## config.mk

```make
export PLATFORM = sky130hd
export DESIGN_NAME = data_compare4
export DESIGN_NICKNAME = d
export VERILOG_FILES = /design/src/rtl/data_compare4_pkg.sv /design/src/rtl/data_compare4_core.sv /design/src/rtl/data_compare4.sv
export SDC_FILE = /design/constraint.sdc
export NUM_CORES = 1
export LEC_CHECK = 0
export BUFFER_PORTS_ARGS = -buffer_cell sky130_fd_sc_hd__buf_4
export CAP_MARGIN = 40
export CORE_AREA = 2 2 39 41
export DETAILED_ROUTE_END_ITERATION = 10
export DIE_AREA = 0 0 41 43
export REMOVE_ABC_BUFFERS = 1
export SLEW_MARGIN = 20
export SYNTH_ARGS = -nofsm -noshare
export SYNTH_HDL_FRONTEND = slang
export SYNTH_SLANG_ARGS = --single-unit
export TNS_END_PERCENT = 20
```

## constraint.sdc

```tcl
create_clock -name clk -period 1 [get_ports clk]
set_input_delay 0.3 -clock clk [delete_from_list [all_inputs] [get_ports clk]]
set_output_delay 0.3 -clock clk [all_outputs]
set_load 0.02 [all_outputs]
```

## src/rtl/data_compare4_pkg.sv

```systemverilog
// data_compare4_pkg: shared types and constants for the data_compare4 comparator slice.
//   cmp_t          3-bit comparison result, one-hot {GT, EQ, LT}
//   CMP_GT/EQ/LT   legal one-hot result codes
//   cmp_normalize  maps any 3-bit cascade code onto a legal one-hot code
package data_compare4_pkg;

  typedef logic [2:0] cmp_t;

  localparam cmp_t CMP_GT = 3'b100;
  localparam cmp_t CMP_EQ = 3'b010;
  localparam cmp_t CMP_LT = 3'b001;

  // GT wins over LT; anything with neither bit set (010 or 000) becomes EQ.
  function automatic cmp_t cmp_normalize(input cmp_t code);
    if (code[2]) begin
      return CMP_GT;
    end else if (code[0]) begin
      return CMP_LT;
    end
    return CMP_EQ;
  endfunction

endpackage

```

## src/rtl/data_compare4_core.sv

```systemverilog
// data_compare4_core: combinational magnitude compare with cascade input.
// Build option: DATA_COMPARE4_SIGNED_EN selects two's-complement comparison;
// unsigned when undefined.
// Ports:
//   data_a_i   operand A
//   data_b_i   operand B
//   cascade_i  result from the less-significant stage, {GT, EQ, LT}
//   result_o   one-hot result; ties defer to the normalized cascade input
module data_compare4_core
  import data_compare4_pkg::*;
#(
  parameter int unsigned WIDTH = 4
) (
  input  logic [WIDTH-1:0] data_a_i,
  input  logic [WIDTH-1:0] data_b_i,
  input  cmp_t             cascade_i,
  output cmp_t             result_o
);

  logic a_gt_b;
  logic a_lt_b;

`ifdef DATA_COMPARE4_SIGNED_EN
  assign a_gt_b = $signed(data_a_i) > $signed(data_b_i);
  assign a_lt_b = $signed(data_a_i) < $signed(data_b_i);
`else
  assign a_gt_b = data_a_i > data_b_i;
  assign a_lt_b = data_a_i < data_b_i;
`endif

  always_comb begin
    result_o = cmp_normalize(cascade_i);
    if (a_gt_b) begin
      result_o = CMP_GT;
    end else if (a_lt_b) begin
      result_o = CMP_LT;
    end
  end

endmodule

```

## src/rtl/data_compare4.sv

```systemverilog
// data_compare4: registered one-stage comparator with cascade input.
// Build option: DATA_COMPARE4_SIGNED_EN (signed operands when defined).
// Ports:
//   clk      rising-edge clock
//   rst      asynchronous active-high reset (oData=010, oValid=0)
//   iData_a  operand A
//   iData_b  operand B
//   iData    cascade input {GT, EQ, LT}
//   iValid   inputs valid this cycle
//   oData    registered one-hot result {GT, EQ, LT}
//   oValid   oData was loaded on the last edge
module data_compare4
  import data_compare4_pkg::*;
#(
  parameter int unsigned WIDTH = 4
) (
  input  logic             clk,
  input  logic             rst,
  input  logic [WIDTH-1:0] iData_a,
  input  logic [WIDTH-1:0] iData_b,
  input  logic [2:0]       iData,
  input  logic             iValid,
  output logic [2:0]       oData,
  output logic             oValid
);

  cmp_t result;
  cmp_t data_d, data_q;
  logic valid_d, valid_q;

  data_compare4_core #(
    .WIDTH(WIDTH)
  ) u_core (
    .data_a_i (iData_a),
    .data_b_i (iData_b),
    .cascade_i(iData),
    .result_o (result)
  );

  always_comb begin
    data_d  = data_q;
    valid_d = iValid;
    if (iValid) begin
      data_d = result;
    end
  end

  always_ff @(posedge clk or posedge rst) begin
    if (rst) begin
      data_q  <= CMP_EQ;
      valid_q <= 1'b0;
    end else begin
      data_q  <= data_d;
      valid_q <= valid_d;
    end
  end

  assign oData  = data_q;
  assign oValid = valid_q;

endmodule

```

==> results of run 1 <==
## cell families after synthesis
logic type	Yosys count
AO/OA/AOI/OAI	6
flip-flops	4
adder cells (fa/ha/maj)	4
buffers and inverters	8
AND/OR/NAND/NOR	7
## per-layer routing
metal	up-vias	share of wire
met5	-	0
met4	0	0
met3	0	0.080
met2	8	0.46
met1	110	0.46
li1	136	-
## path summary, 6_finish.rpt
kind	endpoint	start	depth (start not counted)	slack [ps]
max in group asynchronous	oData[1]	rst	3	260
worst min-delay path	oValid	iValid	1	230
min in group asynchronous	oValid	rst	3	510
worst max register to register	oData[1]	oData[1]	2	180
worst max-delay path	oData[1]	oData[1]	1	-180
worst min register to register	oData[0]	oData[0]	2	570
## final cells by class
cell class                 instances  area (um^2)
clock buffer                       4         26.3
fill                             153          901
inverter                           8         30.0
multi-input combinational         17          160
sequential                         4          101
tap                               16         20.0
timing repair buffer              17          145
## flip-flops by register name, indices dropped and copies added (netlist names)
name	cells
oData	3
oValid	1
## cell usage in the layout (no fill, tap or decap)
cell type and instances:
buf_6 4, clkbuf_1 1, nand2_2 1, nor3_4 1
nor2_1 1, inv_1 8, nand2_1 2, dfrtp_1 3
o21ai_2 1, a31o_1 1, dlygate4sd3_1 1, a21oi_2 2
ha_1 3, dfstp_2 1, clkbuf_4 3, ha_4 1
a41o_1 1, nor2b_1 2, buf_4 12, a31oi_1 1
## power groups by stage
stage	Sequential [mW]	Combinational, mW	Clock (mW)
floorplan	0.203	0.0551	0
global placement	0.185	0.144	0
detailed placement	0.185	0.145	0
CTS	0.186	0.166	0.230
global route	0.187	0.190	0.245
finish	0.185	0.170	0.217
## per-stage QoR
stage	utilization	instance area (um^2)	worst slack [ps]	total power, mW
final	0.349	483	-175	0.572
after detailed placement	0.295	408	-366	0.330
after floorplan	-	268	-222	0.258
after CTS	0.344	475	-179	0.582
after global routing	0.349	483	-207	0.621
after global placement	0.295	408	-357	0.328
## repair_timing
item / CTS / global route
cloned: 0 / 0
pin swaps: 2 / 0
gates resized for setup: 6 / 2
hold endpoints to repair: 3 / 0
hold buffers: 1 / 0
setup endpoints to repair: 7 / 7
==> results.py, run 1 <==
metrics = {
    "logic_synthesis": {
        "ys_warn_count": 0,
        "synthArstFlopShare": 1.00,
        "syn_area_per_cell_um2": 9.23,
        "synth.largest_area_cell": "dfrtp_1",
        "netlist_top_cells_count": "inv_1, ha_1, dfrtp_1",
        "yosysMostFrequentCell": "inv_1",
        "synth_cell_types": 14,
        "synth_edf_count": 0,
        "synth-compound-area-share": 0.150,
        "synth-adder-area-share": 0.187,
        "synth_top_family_by_area": "adder cells",
        "synthFlopType": "dfrtp_1",
        "synthSimpleGateAreaFrac": 0.173,
        "muxShareOfSynthArea": 0,
        "syn_inst": 29,
        "synth_top_area_frac": 0.280,
        "synth_area_um2": 268,
        "synth_area_leaders": "dfrtp_1, ha_1, inv_1",
        "synth_xor_area_frac": 0,
        "ys_ff_latch": 4,
        "synth-seq-area-share": 0.379,
    },
    "worst_setup_path": {
        "cp_max_fo": 2,
        "arrival_ps": 880,
        "max_stage_delay_ps": 530,
        "critPathTopFamily": "flip-flops",
        "crit_path_end_kind": "output pin",
        "critPathRequiredTime_ps": 700,
        "cp_slowest_cell": "dfstp_2",
        "path_class": "flop to output pin",
        "cp.buffers_inverters": 1,
        "crit_chain": "buf_6",
        "critPathLaunchType": "flop",
    },
    "global_route": {
        "globalRouteTotalUtil": 0.0809,
        "use_met3": 0.0524,
        "grt_pass1_wl_um": 931,
        "gr-usage-met2": 0.100,
        "grt_max_degree": 8,
        "antenna_found_initial": 0,
        "overflow": 0,
        "top_usage_layer": "met1",
        "grt_pass1_vias": 236,
        "use_met1": 0.105,
    },
    "final_layout": {
        "nNetsFinal": 69,
        "final_cells": 66,
        "area_growth_pct": 80.4,
        "drive_gt1_frac": 0.520,
        "antennaDiodeCount": 0,
    },
    "sta": {
        "skew_ps": 0,
        "drv_slew": 0,
        "setup_ws_ps": -175,
        "max_slew.worst_pin.slew_ps": 159,
        "final-hold-violation-count": 0,
        "finalSetupViolations": 7,
        "period_share": 1.18,
        "setup_tns_ps": -400,
        "hold_ws_ps": 229,
        "fmax_mhz": 851,
        "slew_headroom": 0.894,
        "rsz0062_at_grt": "yes",
        "layout_min_cycle_time_ps": 1180,
    },
    "placed_design": {
        "io_buffers": 16,
        "gp_congestion": 0.744,
        "place_inst": 61,
        "dp_hpwl_um": 432,
    },
    "floorplanning": {
        "coreArea_mm2": 0.00138,
        "rows": 14,
        "die_h_um": 43,
        "die_x_um": 41,
        "ios": 18,
        "start_util": 0.193,
        "dieArea_mm2": 0.00176,
    },
    "power_and_ir_drop": {
        "p_int_mw": 0.420,
        "netSwitchingPower_mw": 0.152,
        "sw_frac_of_total": 0.265,
        "pwr-share-comb": 0.297,
        "p_leak_nw": 0.251,
        "ir_drop_mv": 0.485,
        "clock_power_share": 0.379,
        "seqPwrFrac": 0.324,
        "power_density_mw_per_mm2": 1180,
    },
    "cts": {
        "clock_sinks": 4,
        "cts_setup_buffers": 0,
        "clockBufferDepth": 2,
        "cts_tree": "built",
        "clock_latency_ps": 230,
        "htree_levels": 1,
        "cts_buffers": 3,
        "cts-root-buf": "clkbuf_4",
        "clk_pin_slew_worst_paths_ps": 40,
    },
    "min_path": {
        "holdCritPathClass": "input pin to flop",
    },
    "detailed_routing": {
        "vias": 254,
        "drtPass1Iterations": 2,
        "antenna_left": 0,
        "wl_per_cell_um": 8.15,
        "drt_wl_total_um": 538,
        "vias_per_cell": 3.85,
        "drc": 0,
        "drtIter0Drc": 1,
    },
    "outcome": {
        "violations": "negative setup slack",
        "outcome": "complete, but fails checks",
    },
    "flow_run": {
        "drv_cap": 0,
    },
}
(Power assumes the default switching activity.)
==> run 2: changes to the inputs <==
- SLEW_MARGIN: 20 -> default
- clock period: 1 -> 1.2 ns (I/O delays scaled with it)
==> run 2 against run 1 <==
The run still ends with negative setup slack left. Die area stayed put. Core utilization decreased by 2.5 points. Setup slack improved by 150 ps. Non-clock buffer count is the same. Critical endpoint unchanged. Highest routed layer unchanged.
==> results.py, run 2 (same netlist as run 1, synthesis figures left out) <==
metrics = {
    "cts": {
        "clockBufferDepth": 2,
        "cts-root-buf": "clkbuf_4",
        "clk_pin_slew_worst_paths_ps": 40,
        "cts_tree": "built",
        "clock_sinks": 4,
        "clock_latency_ps": 230,
        "htree_levels": 1,
        "cts_buffers": 3,
    },
    "final_layout": {
        "mostFrequentLayoutCells": "buf_4, inv_1, ha_1",
        "largest_reg_flops": 3,
        "antennaDiodeCount": 0,
        "nNetsFinal": 69,
        "layout_commonest_cell": "buf_4",
        "drive_gt1_frac": 0.440,
        "final_cells": 66,
        "area_growth_pct": 67.3,
        "fillers": 156,
        "finish.utilization": 0.324,
    },
    "worst_setup_path": {
        "critPathTopFamily": "flip-flops",
        "r2r_end": "oData[1]",
        "crit_path_end_kind": "output pin",
        "cp_max_fo": 2,
        "reg2reg_depth": 2,
        "critPathRequiredTime_ps": 840,
        "regToRegSetupSlack_ps": 390,
        "r2r-start": "oData[1]",
        "arrival_ps": 870,
        "crit_chain": "buf_6",
        "cp.buffers_inverters": 1,
        "cp_slowest_cell": "dfstp_2",
        "critPathLaunchType": "flop",
        "max_stage_delay_ps": 530,
        "path_class": "flop to output pin",
    },
    "floorplanning": {
        "dieArea_mm2": 0.00176,
        "ios": 18,
        "die_x_um": 41,
        "coreArea_mm2": 0.00138,
        "start_util": 0.193,
        "rows": 14,
        "die_h_um": 43,
    },
    "global_route": {
        "grt_pass1_vias": 202,
        "grt_pass1_wl_um": 800,
        "overflow": 0,
        "antenna_found_initial": 0,
        "grt_max_degree": 8,
        "globalRouteTotalUtil": 0.0708,
    },
    "sta": {
        "slew_headroom": 0.829,
        "skew_ps": 0,
        "period_share": 1.02,
        "max_slew.worst_pin.slew_ps": 255,
        "setup_ws_ps": -29.8,
        "finalSetupViolations": 1,
        "rsz0062_at_grt": "yes",
        "drv_slew": 0,
        "layout_min_cycle_time_ps": 1230,
        "final-hold-violation-count": 0,
        "fmax_mhz": 813,
    },
    "placed_design": {
        "place_inst": 61,
        "gp_congestion": 0.693,
        "place_ws_ps": -238,
        "dp_hpwl_um": 436,
        "io_buffers": 16,
    },
    "detailed_routing": {
        "vias_per_cell": 3.82,
        "drtPass1Iterations": 4,
        "wl_per_cell_um": 7.95,
        "drtIter0Drc": 2,
        "antenna_left": 0,
        "drt_wl_total_um": 525,
        "drc": 0,
        "vias": 252,
    },
    "power_and_ir_drop": {
        "pwr-share-comb": 0.265,
        "ir_drop_mv": 0.467,
        "seqPwrFrac": 0.331,
        "p_leak_nw": 0.245,
        "p_int_mw": 0.337,
        "netSwitchingPower_mw": 0.122,
        "power_density_mw_per_mm2": 1020,
        "clock_power_share": 0.403,
        "sw_frac_of_total": 0.267,
    },
    "outcome": {
        "violations": "negative setup slack",
        "outcome": "complete, but fails checks",
    },
    "min_path": {
        "hold_end": "oValid",
        "hold_start": "iValid",
        "worstHoldPathCells": 1,
        "holdCritPathClass": "input pin to flop",
    },
    "flow_run": {
        "drv_cap": 0,
    },
}
[run 2: layout make-up]
class	instances	area, um^2	area share
repair buffers	17	134	0.299
clock buffers	4	26.3	0.0587
multi-input cells	17	136	0.304
inverters	8	30.0	0.0670
flip-flops and latches	4	101	0.226
well taps	16	20.0	0.0447
[run 2: worst max-delay path by stage]
stage               slack [ps]  depth (start not counted)       start       end
detailed placement        -240                          6  iData_a[3]  oData[2]
floorplan                  -80                          6  iData_b[3]  oData[2]
finish                     -30                          1    oData[1]  oData[1]
global route               -70                          1    oData[1]  oData[1]
CTS                        -40                          1    oData[1]  oData[1]
global placement          -230                          6  iData_a[3]  oData[2]
[run 2: repair_timing]
item | CTS | global route
setup endpoints to repair | 1 | 2
gates resized for setup | 1 | 0
hold buffers | 1 | 0
buffers inserted | 0 | 0
hold endpoints to repair | 2 | 0
[run 2: power groups by stage]
stage | clock (mW) | combinational, mW | sequential (mW)
after floorplan | 0 | 0.0459 | 0.169
final | 0.185 | 0.122 | 0.152
after CTS | 0.198 | 0.124 | 0.153
after detailed placement | 0 | 0.121 | 0.154
after global routing | 0.212 | 0.135 | 0.153
after global placement | 0 | 0.120 | 0.154
[run 2: per-stage QoR]
stage	power, mW	area, um^2	hold WS, ps	TNS [ps]
floorplan	0.215	268	125	-83.0
global placement	0.273	408	258	-563
detailed placement	0.275	408	259	-576
CTS	0.475	448	276	-44.3
global route	0.501	448	276	-109
finish	0.459	448	288	-29.8
[run 2: per-layer routing]
metal / vias to the layer above / GRT usage / wire [um]
met5: - / 0 / 0
met1: 107 / 0.0888 / 251
li1: 137 / - / -
met2: 8 / 0.0875 / 229
met4: 0 / 0.0600 / 0
met3: 0 / 0.0314 / 44
